File: src/rtl/alarm_setter.sv
// ---------------------------------------------------------------------------
// alarm_setter
//   Writer side of the alarm-compare interface. Holds the alarm minute, hour
//   and day-code registers plus the alarm enable, and lets the user edit them
//   with debounced buttons. The comparator reads amin/ahrs/adays and is gated
//   by armed; sel tells the display which field to blink.
//
//   Optional feature macro: AUTO_REPEAT_EN
//     defined   : holding adv_btn in a SET state auto-repeats the increment
//                 every REPEAT_CYCLES clocks after the initial edge.
//     undefined : exactly one increment per adv_btn rising edge.
//
// Ports
//   clk        in   1  system clock, rising edge
//   reset      in   1  synchronous, active-high reset
//   mode_btn   in   1  one-cycle pulse: advance edit mode
//   adv_btn    in   1  level: increment selected field on rising edge
//   en_toggle  in   1  one-cycle pulse: toggle alarm enable
//   amin       out  7  alarm minute, 0..MIN_MAX
//   ahrs       out  7  alarm hour, 0..HR_MAX
//   adays      out  7  alarm day code, 0..DAY_MAX
//   alarm_en   out  1  stored alarm enable
//   armed      out  1  alarm_en while in RUN
//   setting    out  1  1 when not in RUN
//   sel        out  2  field under edit: 0 none, 1 min, 2 hr, 3 day
// ---------------------------------------------------------------------------
module alarm_setter #(
   parameter int unsigned MIN_MAX       = 59,
   parameter int unsigned HR_MAX        = 23,
   parameter int unsigned DAY_MAX       = 7,
   parameter int unsigned DAY_RST       = 7,
   parameter int unsigned REPEAT_CYCLES = 50
) (
   input  logic       clk,
   input  logic       reset,
   input  logic       mode_btn,
   input  logic       adv_btn,
   input  logic       en_toggle,
   output logic [6:0] amin,
   output logic [6:0] ahrs,
   output logic [6:0] adays,
   output logic       alarm_en,
   output logic       armed,
   output logic       setting,
   output logic [1:0] sel
);

   // Encodings double as the sel value, so sel is a direct decode.
   typedef enum logic [1:0] {
      RUN     = 2'd0,
      SET_MIN = 2'd1,
      SET_HR  = 2'd2,
      SET_DAY = 2'd3
   } state_e;

   state_e     state_q, state_d;
   logic [6:0] amin_q, amin_d;
   logic [6:0] ahrs_q, ahrs_d;
   logic [6:0] adays_q, adays_d;
   logic       en_q, en_d;
   logic       adv_q;

   logic       in_set;
   logic       adv_edge;
   logic       inc_req;
   logic       do_inc;

   // Increment with wrap at the field's last legal value; no carry out.
   function automatic logic [6:0] inc_wrap(input logic [6:0] v, input logic [6:0] max);
      inc_wrap = (v >= max) ? 7'd0 : v + 7'd1;
   endfunction

   assign in_set   = (state_q != RUN);
   assign adv_edge = adv_btn & ~adv_q;

`ifdef AUTO_REPEAT_EN
   // rep_cnt_q counts held cycles since the qualifying edge; 0 means no
   // edge has been seen in this state, so a state change while adv_btn is
   // still held does not start repeating until a fresh edge arrives.
   localparam int CW = $clog2(REPEAT_CYCLES + 1);

   logic [CW-1:0] rep_cnt_q, rep_cnt_d;
   logic          rep_fire;

   assign rep_fire = in_set & adv_btn & adv_q & (rep_cnt_q == CW'(REPEAT_CYCLES));

   always_comb begin
      rep_cnt_d = '0;
      if (in_set && adv_btn && !mode_btn) begin
         if (adv_edge)
            rep_cnt_d = CW'(1);
         else if (rep_cnt_q != '0)
            rep_cnt_d = rep_fire ? CW'(1) : rep_cnt_q + CW'(1);
      end
   end

   always_ff @(posedge clk) begin
      if (reset) rep_cnt_q <= '0;
      else       rep_cnt_q <= rep_cnt_d;
   end

   assign inc_req = adv_edge | rep_fire;
`else
   logic unused_repeat;
   assign unused_repeat = (REPEAT_CYCLES != 0);
   assign inc_req       = adv_edge;
`endif

   // A mode press in the same cycle as an increment request wins.
   assign do_inc = inc_req & in_set & ~mode_btn;

   always_comb begin
      state_d = state_q;
      amin_d  = amin_q;
      ahrs_d  = ahrs_q;
      adays_d = adays_q;
      en_d    = en_q ^ en_toggle;

      if (mode_btn) begin
         unique case (state_q)
            RUN:     state_d = SET_MIN;
            SET_MIN: state_d = SET_HR;
            SET_HR:  state_d = SET_DAY;
            SET_DAY: state_d = RUN;
            default: state_d = RUN;
         endcase
      end

      if (do_inc) begin
         unique case (state_q)
            SET_MIN: amin_d  = inc_wrap(amin_q,  7'(MIN_MAX));
            SET_HR:  ahrs_d  = inc_wrap(ahrs_q,  7'(HR_MAX));
            SET_DAY: adays_d = inc_wrap(adays_q, 7'(DAY_MAX));
            default: ;
         endcase
      end
   end

   always_ff @(posedge clk) begin
      if (reset) begin
         state_q <= RUN;
         amin_q  <= 7'd0;
         ahrs_q  <= 7'd0;
         adays_q <= 7'(DAY_RST);
         en_q    <= 1'b0;
         adv_q   <= 1'b0;
      end else begin
         state_q <= state_d;
         amin_q  <= amin_d;
         ahrs_q  <= ahrs_d;
         adays_q <= adays_d;
         en_q    <= en_d;
         adv_q   <= adv_btn;
      end
   end

   assign amin     = amin_q;
   assign ahrs     = ahrs_q;
   assign adays    = adays_q;
   assign alarm_en = en_q;
   assign setting  = in_set;
   assign sel      = state_q;
   // Comparator is held off while any field is mid-edit.
   assign armed    = en_q & ~in_set;

endmodule

File: config.mk
export PLATFORM = sky130hd
export DESIGN_NAME = alarm_setter
export DESIGN_NICKNAME = d
export VERILOG_FILES = /design/src/rtl/alarm_setter.sv
export SDC_FILE = /design/constraint.sdc
export NUM_CORES = 1
export LEC_CHECK = 0
export CAP_MARGIN = 20
export CORE_MARGIN = 1
export CORE_UTILIZATION = 50
export DETAILED_ROUTE_END_ITERATION = 6
export PLACE_DENSITY = 0.82
export SLEW_MARGIN = 20
export SYNTH_ARGS = -nofsm -noshare
export SYNTH_HDL_FRONTEND = slang
export SYNTH_SLANG_ARGS = --single-unit
File: constraint.sdc
create_clock -name clk -period 5.08 [get_ports clk]
set_clock_uncertainty 0.1 [all_clocks]
set_input_delay 0.762 -clock clk [delete_from_list [all_inputs] [get_ports clk]]
set_output_delay 0.762 -clock clk [all_outputs]
set_load 0.02 [all_outputs]
; ---- After elaboration in Yosys (flattened, before gate mapping)
; Cells that the tools add are included.
[classes]
addsub = 3
multipliers = 0
div_mod_pow = 0
order_cmp = 3
eq_ne = 3
n_shift = 0
n_mux = 4
bitwise = 8
n_reduce_logical = 5
[ops]
columns = operator, n
row1 = adder 7 x 1 -> 7 bit (second input constant), 3
row2 = two-way mux 7 bit, 3
row3 = one-hot mux 2 bit (4 select lines), 1
row4 = >= comparator 7 x 3 -> 1 bit (second input constant), 1
row5 = >= comparator 7 x 5 -> 1 bit (second input constant), 1
row6 = >= comparator 7 x 6 -> 1 bit (second input constant), 1
row7 = AND reduction 2 bit, 3
row8 = bitwise AND 1 bit, 4
row9 = == test 2 bit (second input constant), 2
row10 = NOT 1 bit, 3
row11 = == test 2 x 1 -> 1 bit (second input constant), 1
row12 = logical NOT 2 bit, 1
row13 = nonzero test 2 bit, 1
row14 = bitwise XOR 1 bit, 1
[word_totals]
ff_bits = 25
latch_bits = 0
ram_bits = 0
romBits = 0
input_bits = 5
output_inout_bits = 26
elab_cells = 32
n_memories = 0

; ---- Logic depth before layout (Yosys ltp)
[logic_depth]
word_depth = 5
mapped_depth = 7
depth_no_buf = 6

; ---- Least setup slack after synthesis
; Ideal clock, no wire load.
[synth_timing]
path_type = register to register
start = register state_q[0] (netlist: sel[0])
end = register ahrs_q[0] (netlist: ahrs[0])
arrival_time_ps = 1776
required_ps = 4856
setup_slack_ps = 3079
path_stages_with_launch = 7
path_buffers = 0
synth_period_minus_slack_ps = 2001
path_cell_list = dfxtp_1 -> inv_1 -> ha_1 -> nor4b_4 -> nand2_1 -> o221ai_4 -> nor2_1
[synth_via]
elab_chain_len = 4
[synth_rtl]
columns = item, line_no
row1 = start: declaration, 56  ; state_e state_q, state_d;
row2 = start signal: assignment, 148  ; state_q <= state_d;
row3 = nonzero test 2 bit, 73  ; assign in_set = (state_q != RUN);
row4 = bitwise AND 1 bit (2 in series), 110  ; assign do_inc = inc_req & in_set & ~mode_btn;
row5 = AND reduction 2 bit (no source line) (*), --
row6 = end signal: assignment, 150  ; ahrs_q <= ahrs_d;
row7 = end: declaration, 58  ; logic [6:0] ahrs_q, ahrs_d;
; Mark *: on every way between the ends. The rest lies on a longest branch, timed or not.
; A chain may end at the register's enable or synchronous reset.

; ---- Final worst setup path
[layout_timing]
start = register state_q[1] (netlist: sel[1])
end = output port armed
[layout_via]
elab_chain_len = 3
[layout_rtl]
columns = item, line_no
row1 = nonzero test 2 bit, 73
row2 = NOT 1 bit, 164  ; assign armed = en_q & ~in_set;
row3 = bitwise AND 1 bit, 164
row4 = end: declaration, 43  ; output logic armed,
; No other way between the ends.

==> summary.txt <==
Status
  • Status: complete, no violations

Worst setup path
  • FF-to-FF Start: sel[0]
  • Reg2reg end: ahrs[5]
  • Worst R2R Setup Slack: 2.71 ns
  • Worst path required time: 4.22 ns
  • Max FO, Critical Path: 5
  • CP startpoint kind: register
  • Cell depth of the worst flop-to-flop path: 6
  • Crit. End Element: output pin
  • Critical Path AT: 1.77 ns
  • Setup CP Type: register to output pin

Timing
  • Final slew viol count: 0
  • RSZ-0062 raised after global routing: no
  • Peak Freq: 381 MHz
  • Final hold vios: 0
  • Setup tns final: 0 ns
  • Tmin final: 2.63 ns
  • Max transition margin: 0.497
  • Tcrit/Tclk final: 0.517
  • Worst Tran Pin Value: 0.751 ns
  • Setup Viol. Count Final: 0

Layout
  • Area Growth Syn to Fin: 29.8%
  • Fillers: 187
  • Share of cells above drive strength 1: 0.0577
  • Final Cell Area: 0.00151 sq mm
  • Fin nets: 169
  • Antenna Cells: 0

Route
  • Avg Vias per Cell: 5.46
  • DRC Markers: 0
  • Routed Antenna Nets: 0
  • Detailed Route WL: 2.32 mm
  • Starting DRT DRC Count: 20
  • Vias: 1005
  • Post-DR wirelength/cell: 12.6 um
  • Drt pass-1 iters: 4

Placed design
  • Post-placement cell area: 0.00148 sq mm
  • Final Wtd Congestion: 0.796
  • PortBufs: 30
  • DP HPWL: 1.71 mm

Synth
  • Post-Synth XOR/XNOR Area: 0.0903
  • Post-synth EDFFs: 0
  • Cell taking the most area after synthesis: dfxtp_1
  • #FFs+latches synth: 25
  • Largest family of logic cells by synthesized area: simple AND/OR/NAND/NOR gates
  • Post-Syn Area: 0.00116 sq mm
  • Post-synthesis mux area share: 0.00860
  • Synth Area in Adders: 0.0753
  • Syn Nets: 136
  • Fraction of registers with async set/reset: 0
  • Count of different cell masters after synthesis: 30
  • Simple-gate share of the synthesized area: 0.252
  • Yosys warns: 0
  • Top-area cell type share of the netlist area: 0.430
  • Mapped Cells: 124
  • Top_reg_cell synth: dfxtp_1
  • Synthesized area per cell: 9.38 sq um
  • Synth top cells by count: dfxtp_1, nor2_1, nand2_1
  • Largest cells by area after synthesis: dfxtp_1, ha_1, xor2_1
  • Seq/Total Area, Yosys: 0.430
  • Most frequent cell after synthesis: dfxtp_1
  • Synth Area in Compound Gates: 0.118

CTS
  • Post-CTS Hold Buffers: 0
  • Clk buf depth: 2
  • Setup bufs post-CTS: 0
  • TritonCTS clock tree: yes
  • TritonCTS Sinks: 25
  • CTS Buf Count: 3
  • Clk Latency, worst-skew pair: 0.31 ns
  • H-tree Lvls: 1
  • Worst-path clk slew: 0.12 ns
  • Resized cells post-CTS: 0
  • Root buffer cell: clkbuf_4

Min path
  • Sink of the worst hold path: amin[1]
  • Hold Crit Start: amin[1]
  • Hold path cells: 2
  • Hold Path Class: register to register

GRT
  • Gr ovfl total: 0
  • Tot GR Track Use: 0.196
  • Largest net degree at the start of global routing: 18
  • Initial antenna violation count: 0
  • First-pass GRT wire length: 3.82 mm
  • Number of global-route vias before repair: 870

Power and ir drop
  • Pwr Density: 216 mW/mm^2
  • Design Power: 0.000327 W
  • Worst VDD drop: 0.000138 V
  • Leakage power: 0.611 nW

Floorplanning
  • Initial Util: 0.526
  • Core Area: 0.00221 sq mm
  • Die Width: 50.2 um
  • Die ar.: 0.00252 sq mm
  • Row cnt: 17
  • Die H: 50.2 um
  • Io pins: 31

Flow run
  • Max-cap violations: 0
## kinds of logic after synthesis
group	Yosys count
adders and majority gates	7
xor gates and xnor gates	12
DFF	25
AOI/OAI and AO/OA	18
and+or+nand+nor	55
muxes	1
buffers and inverters	6
## routing by layer
| metal | vias to the layer above | share of wire | GRT usage |
|---|---|---|---|
| li1 | 503 | - | - |
| met3 | 2 | 0.040 | 0.0273 |
| met2 | 31 | 0.48 | 0.329 |
| met4 | 0 | 0.0073 | 0.0667 |
| met5 | - | 0 | 0 |
| met1 | 469 | 0.48 | 0.254 |
## report_power, final
group / leakage (nW) / internal, W / switching [W]
Combinational: 0.394 / 0.0000182 / 0.0000215
Clock: 0.0150 / 0.0000305 / 0.0000541
Sequential: 0.202 / 0.000199 / 0.00000338
## state kept, by name (all words and copies together), names as in the netlist
name	count
ahrs	7
sel	2
adv_q	1
adays	7
alarm_en	1
amin	7
## layout make-up
| cell class | instances | area [sq um] | area share |
|---|---|---|---|
| multi-input combinational | 93 | 633 | 0.419 |
| sequential | 25 | 500 | 0.331 |
| timing repair buffer | 30 | 300 | 0.199 |
| tap | 28 | 35.0 | 0.0232 |
| clock buffer | 4 | 26.3 | 0.0174 |
| inverter | 4 | 15.0 | 0.00994 |
## cell usage in the layout, fill, tap and decap left out
master / instances
a211o_1: 1
a211oi_1: 1
a21o_1: 2
a21oi_1: 6
a31oi_1: 2
a41oi_1: 1
and2_1: 3
and2_2: 1
and3_1: 4
and3_2: 1
and4_1: 3
clkbuf_1: 1
clkbuf_4: 3
clkdlybuf4s50_1: 30
dfxtp_1: 25
ha_1: 7
inv_1: 4
mux2i_1: 1
nand2_1: 10
nand3_1: 9
nand4_1: 4
nor2_1: 17
nor2b_1: 1
nor4_1: 1
nor4b_4: 1
o21ai_0: 2
o21ai_2: 1
o21ba_2: 1
o221ai_4: 1
xnor2_1: 3
xor2_1: 9
## critical path: stages, from the launching register on
cell and delay, ns:
dfxtp_1 0.37, inv_1 0.09, ha_1 0.26, and2_1 0.16, clkdlybuf4s50_1 0.59
## per-stage QoR
step,hold slack [ns],cells,utilization,worst slack [ns]
6_report,0.425,184,0.683,2.45
3_3_place_gp,0.400,180,0.671,2.22
2_1_floorplan,0.467,124,-,3.08
3_5_place_dp,0.403,180,0.671,2.13
4_1_cts,0.427,184,0.683,2.43
5_1_grt,0.441,184,0.683,2.35
## worst max-delay path by stage
stage,startpoint,to,cells after the start
after floorplan,sel[0],ahrs[0],6
after global placement,mode_btn,ahrs[5],5
after detailed placement,mode_btn,ahrs[2],5
after CTS,sel[1],armed,4
after global routing,sel[0],armed,4
final,sel[1],armed,4
Note: power is estimated with default switching activity, not from simulation.
